**src/rtl/prog_rom_rx.sv**
```systemverilog
// Program store for the edit/unit/code/send loader: timed clear sweep, edge-strobed byte
// writes, and a four-lane registered instruction fetch. Define PROG_ROM_READBACK_EN for rd_data.
module prog_rom_rx #(
  parameter int                 ADDR_W = 8,
  parameter int                 DATA_W = 8,
  parameter logic [DATA_W-1:0]  FILL   = '0
) (
  input  logic              clk,
  input  logic              rst,
  input  logic              rstROM,
  input  logic              edit,
  input  logic [ADDR_W-1:0] unit,
  input  logic [DATA_W-1:0] code,
  input  logic              send,
  input  logic [ADDR_W-1:0] pc,
  output logic [DATA_W-1:0] instr0,
  output logic [DATA_W-1:0] instr1,
  output logic [DATA_W-1:0] instr2,
  output logic [DATA_W-1:0] instr3,
  output logic              ready,
  output logic              wr_ack,
`ifdef PROG_ROM_READBACK_EN
  output logic [DATA_W-1:0] rd_data,
`endif
  output logic [ADDR_W:0]   wr_count
);

  localparam int DEPTH = 2 ** ADDR_W;
  localparam int CNT_W = ADDR_W + 1;

  typedef enum logic {CLEAR, IDLE} state_t;

  state_t              state, state_next;
  logic [ADDR_W-1:0]   clr_addr;
  logic                send_q;
  logic                clr_req;
  logic                commit;
  logic                wr_en;
  logic [ADDR_W-1:0]   wr_addr;
  logic [DATA_W-1:0]   wr_data;
  logic [ADDR_W-1:0]   lane_addr [4];
  logic [DATA_W-1:0]   instr_q   [4];
  logic [DATA_W-1:0]   mem       [DEPTH];

  // rst and rstROM are interchangeable and both outrank a same-edge write.
  assign clr_req = rst | rstROM;
  assign commit  = send & ~send_q & edit & (state == IDLE) & ~clr_req;

  // State register
  always_ff @(posedge clk) begin
    if (clr_req) state <= CLEAR;
    else         state <= state_next;
  end

  // Next-state logic
  always_comb begin
    // NOTE: default assignment first so no path through this block can infer a latch.
    state_next = state;
    case (state)
      CLEAR:   if (clr_addr == ADDR_W'(DEPTH - 1)) state_next = IDLE;
      IDLE:    state_next = IDLE;
      default: state_next = CLEAR;
    endcase
  end

  // Output logic
  always_comb begin
    ready = (state == IDLE);
  end

  always_ff @(posedge clk) begin
    // NOTE: sequential state uses non-blocking assignments so every register samples pre-edge values.
    if (clr_req) begin
      clr_addr <= '0;
      send_q   <= 1'b0;
      wr_ack   <= 1'b0;
      wr_count <= '0;
    end else begin
      send_q <= send;
      wr_ack <= commit;
      if (state == CLEAR) clr_addr <= clr_addr + ADDR_W'(1);
      if (commit && wr_count != {CNT_W{1'b1}}) wr_count <= wr_count + CNT_W'(1);
    end
  end

  // One write port shared by the clear sweep and loader commits.
  always_comb begin
    wr_en   = (state == CLEAR) | commit;
    wr_addr = (state == CLEAR) ? clr_addr : unit;
    wr_data = (state == CLEAR) ? FILL : code;
  end

  // NOTE: the array has no reset; contents are initialised by the clear sweep instead.
  always_ff @(posedge clk) begin
    if (wr_en) mem[wr_addr] <= wr_data;
  end

  always_comb begin
    for (int i = 0; i < 4; i++) lane_addr[i] = pc + ADDR_W'(i);
  end

  // Lanes that hit the address being committed return the new byte (write-first).
  always_ff @(posedge clk) begin
    for (int i = 0; i < 4; i++) begin
      if (clr_req || state == CLEAR)             instr_q[i] <= '0;
      else if (commit && lane_addr[i] == unit)   instr_q[i] <= code;
      else                                       instr_q[i] <= mem[lane_addr[i]];
    end
  end

  assign instr0 = instr_q[0];
  assign instr1 = instr_q[1];
  assign instr2 = instr_q[2];
  assign instr3 = instr_q[3];

`ifdef PROG_ROM_READBACK_EN
  always_ff @(posedge clk) begin
    if (clr_req || state == CLEAR || !edit) rd_data <= '0;
    else if (commit)                        rd_data <= code;
    else                                    rd_data <= mem[unit];
  end
`endif

endmodule
```
**config.mk**
```make
export PLATFORM = sky130hd
export DESIGN_NAME = prog_rom_rx
export DESIGN_NICKNAME = d
export VERILOG_FILES = /design/src/rtl/prog_rom_rx.sv
export SDC_FILE = /design/constraint.sdc
export NUM_CORES = 2
export LEC_CHECK = 0
export BUFFER_PORTS_ARGS = -buffer_cell sky130_fd_sc_hd__clkbuf_2
export CAP_MARGIN = 10
export CORE_MARGIN = 1
export CORE_UTILIZATION = 50
export CTS_BUF_LIST = sky130_fd_sc_hd__clkbuf_4 sky130_fd_sc_hd__clkbuf_8 sky130_fd_sc_hd__clkbuf_16
export DETAILED_ROUTE_END_ITERATION = 8
export PLACE_DENSITY = 0.65
export SLEW_MARGIN = 20
export SYNTH_ARGS = -nofsm -noshare
export SYNTH_HDL_FRONTEND = slang
export SYNTH_SLANG_ARGS = --single-unit
```
**constraint.sdc**
```tcl
create_clock -name clk -period 6.5 [get_ports clk]
set_input_delay 0.975 -clock clk [delete_from_list [all_inputs] [get_ports clk]]
set_output_delay 0.975 -clock clk [all_outputs]
set_load 0.03 [all_outputs]
```
==> impl_results.md <==
* Cts-stage hold buffer count at 0
* Sort of element at the end of the critical path: register
* Number of fill cells at around 20000
* Global-route wire length before repair at about 730 mm
* Global placer's final weighted congestion at between 1 and 1.5
* First-pass detailed-route iteration total at 6
* Largest stage delay on the critical path at roughly 1.0 ns
* Max Fanout on Critical Path at 49
* Result of the run: finished, final reports clean
* Remaining antenna violation count after routing at 0
* Flops & latches, synth at 2100
* Clock network fraction of design power at 0.411
* Total of max-cap violations at 0
* Internal power at 24600 uW
* Overall die height at 517 um
* Fraction of layout instances using a drive strength above 1 at 0.445
* Global-route usage over all layers at 0.404
* Highest clock frequency the design can meet at 194 MHz
* Core area at 263000 um^2
* Vias in the first global route at 85600
* Total Power Consumption at 33800 uW
* Area taken by multi-input logic gates at 66300 um^2
* CTS tree: built
* Number of placement rows at around 190
* Total power divided by cell area at 231 nW/um^2
* Number of unique standard cell types used by synthesis at 86
* Comb pwr share at 0.154
* Count of boundary I/O pins at 72
* Post-synth design cell area at 133000 um^2
* Critical path type: in2reg
* Signal arrival time at the worst endpoint at 5.84 ns
* Share of flip-flops with an asynchronous set or reset at 0
* Latest clock arrival within the worst-skew pair at 0.98 ns
* Yosys top cell area share at 0.471
* Seq pwr share at 0.434
* Switching share of power at 0.273
* Maximum number of pins on one net before global-route repair at 145
* DRT iter0 DRCs at 16600
* Unrepaired setup endpoints after global routing: false
* Number of instances in the synthesized netlist at ~7500
* Port bufs at 71
* Buffers inserted by post-CTS timing repair at 0
* Sum of buffers and inverters on the critical path at 5
* Remaining Overflow, GRT at 0
* Overall die area at 267000 um^2
* Effective utilization at floorplan at 0.504
* Routed wire length at between 500 and 600 mm
* Register area at 62900 um^2
* Cell type with the highest aggregate area in the netlist: sky130_fd_sc_hd__edfxtp_1
* Minimum setup slack in the final design at 1.35 ns
* Buffer levels on the longest clock path at 4
* Area added between synthesis and finish at 10.5%
* Clock-pin slew of the registers on the worst-case setup and hold paths at 0.07 ns
* Post-detail-place hpwl at ~370 mm
* Leading cell type in the layout, fill and taps excluded: sky130_fd_sc_hd__mux4_2
* List of cells traversed by the critical path: buf_8, clkinv_2, ha_4, buf_12, buf_12, buf_4, mux4_2, mux2i_1, a32oi_1, and3_1, a211oi_1, o31ai_1
* Number of enable-type register cells in the synthesized netlist at 2080
* Post-detailed-placement cell area at 139000 um^2
* Avg Inst Size Synth at 17.7 um^2
* Net switching component of the power at 9240 uW
* Detailed-route via count at 92300
* Least-Margin Pin Slew at 1.39 ns
* Non-Filler Cell Area, Final at 147000 um^2
* Routed length per instance at approximately 48 um
* Tightest slew margin relative to the limit at 0.0698
* Worst ir drop on vdd at 0.242 mV
* CP max-delay cell: sky130_fd_sc_hd__a211oi_1
* Predominant post-synthesis flop cell: sky130_fd_sc_hd__edfxtp_1
* H-tree depth at 4
* Commonest non-fill, non-tap cells in the layout: sky130_fd_sc_hd__mux4_2, sky130_fd_sc_hd__edfxtp_1, sky130_fd_sc_hd__nand2_1, sky130_fd_sc_hd__buf_4, sky130_fd_sc_hd__nor2_1
* Post-cts resize count at 0
* Endpoints failing hold at 0
* Setup slack, reg-to-reg at 1.40 ns
* Data required time at the worst endpoint at 7.20 ns
* Clock buffers created by TritonCTS at around 230
* Setup violations, final at 0
* Time the final worst path needs with I/O delays and setup at ~5 ns
* Residual DRC at 0
* Pins over their slew limit at 0
* Critical path's most frequent cell: sky130_fd_sc_hd__buf_12
* Static Leak at 0.0434 uW
* Warnings from Yosys at 0
* Worst hold path class: in2reg
* Final setup TNS at 0 ns
* Leading post-synthesis cells by cell area: sky130_fd_sc_hd__edfxtp_1, sky130_fd_sc_hd__mux4_2, sky130_fd_sc_hd__nand2_1
* Cell chosen for the clock root: sky130_fd_sc_hd__clkbuf_16
* Die extent in x at 517 um
* Final setup skew at 0.112 ns
* Initial antenna violation count at 86
* Final Net Count at 7597
* Setup WS pre-CTS at roughly 0.66 ns
* Crit-path leading delay family: buffers and inverters
* Number of sinks driven by the clock tree at 2100
* Sequential area share after synthesis at 0.474
* Ratio of final minimum period to clock period at 0.792
* Critical Path Source Type: input pin
* Detailed-route vias per instance at between 8 and 9
[power by group through the flow]
stage	registers, uW	logic [uW]	clock network (uW)
after global placement	15000	4950	0
final	14700	5220	13900
after global routing	14700	5240	14400
after CTS	14700	4990	13900
after floorplan	15000	3070	0
after detailed placement	15000	4970	0
[worst register-to-register path, stage by stage (launching register included)]
cell and delay, ns:
sky130_fd_sc_hd__dfxtp_1 0.57, sky130_fd_sc_hd__or3b_1 0.71, sky130_fd_sc_hd__nor2_1 0.21, sky130_fd_sc_hd__buf_4 0.22, sky130_fd_sc_hd__nand2_1 0.11, sky130_fd_sc_hd__o21ai_0 0.65
sky130_fd_sc_hd__nand2_2 0.75, sky130_fd_sc_hd__buf_4 0.56, sky130_fd_sc_hd__nor2_1 0.92
[per-layer routing]
metal	vias up	wire length [um]	global-route usage
met1	48600	176000	0.515
met3	1801	93700	0.188
met4	66	41900	0.260
met2	8741	227000	0.555
li1	33100	-	-
met5	-	510	0.00234
[path summary, 6_finish.rpt]
check | startpoint | end | depth (start not counted)
max | pc[1] | instr_q[3][2]$_DFFE_PP_ | 12
min | send | send_q$_SDFF_PP0_ | 3
max reg2reg | ready$_SDFF_PP0_ | mem[107][1]$_DFFE_PP_ | 8
min reg2reg | clr_addr[0]$_SDFFE_PP0N_ | clr_addr[0]$_SDFFE_PP0N_ | 2
[flip-flops by register name, summed over array words and instances (netlist names)]
signal and flops:
mem 2048, instr_q 32, wr_count 9, clr_addr 8, ready 1, send_q 1, wr_ack 1
[synthesized netlist by cell type (all sizes together) (6+ instances only)]
| cell type | n |
|---|---|
| and2 | 22 |
| a32o | 6 |
| ha | 7 |
| o32ai | 9 |
| a21boi | 7 |
| and3 | 16 |
| mux2i | 233 |
| a21oi | 57 |
| a41oi | 8 |
| a22o | 7 |
| nor2b | 13 |
| mux4 | 2314 |
| nand4 | 102 |
| clkbuf | 221 |
| a32oi | 45 |
| a211oi | 17 |
| or3 | 14 |
| a22oi | 35 |
| o2111ai | 31 |
| nor2 | 334 |
| a41o | 7 |
| nand3 | 196 |
| dfxtp | 20 |
| nor4 | 12 |
| xor2 | 18 |
| and4 | 11 |
| o21ai | 61 |
| o211ai | 20 |
| nand2 | 689 |
| o31ai | 10 |
| nor3 | 40 |
| edfxtp | 2080 |
| a221oi | 20 |
| buf | 533 |
| a31oi | 47 |
| a2111oi | 9 |
| o22ai | 32 |
| xnor2 | 32 |
| nand2b | 15 |
| inv | 29 |
| nor3b | 10 |
| o221ai | 19 |
| mux2 | 41 |
[final cells by class]
class	count	share of cell area
clock inverters	158	0.0123
diodes	56	0.000955
flip-flops and latches	2100	0.429
well taps	3515	0.0300
multi-input cells	4646	0.452
repair buffers	549	0.0343
inverters	30	0.000827
clock buffers	263	0.0414
[kinds of logic (layout without fill, tap and decap cells)]
logic type,after synthesis,count (layout),synth area share
compound gates,475,475,0.0261
xor+xnor,50,50,0.00350
fa+ha+maj,7,7,0.000660
buf+inv,784,1000,0.0323
flops,2100,2100,0.474
mux,2588,2588,0.414
other cells,1,88,0.0000283
simple gates,1494,1494,0.0498
[through the flow]
stage / utilization / hold slack, ns / cells
after global placement: 0.526 / 0.514 / 10800
after floorplan: - / 0.481 / 7530
after detailed placement: 0.527 / 0.524 / 10800
after global routing: 0.557 / 0.314 / 11300
after CTS: 0.556 / 0.260 / 11300
final: 0.557 / 0.284 / 11300
(Power assumes the default switching activity.)
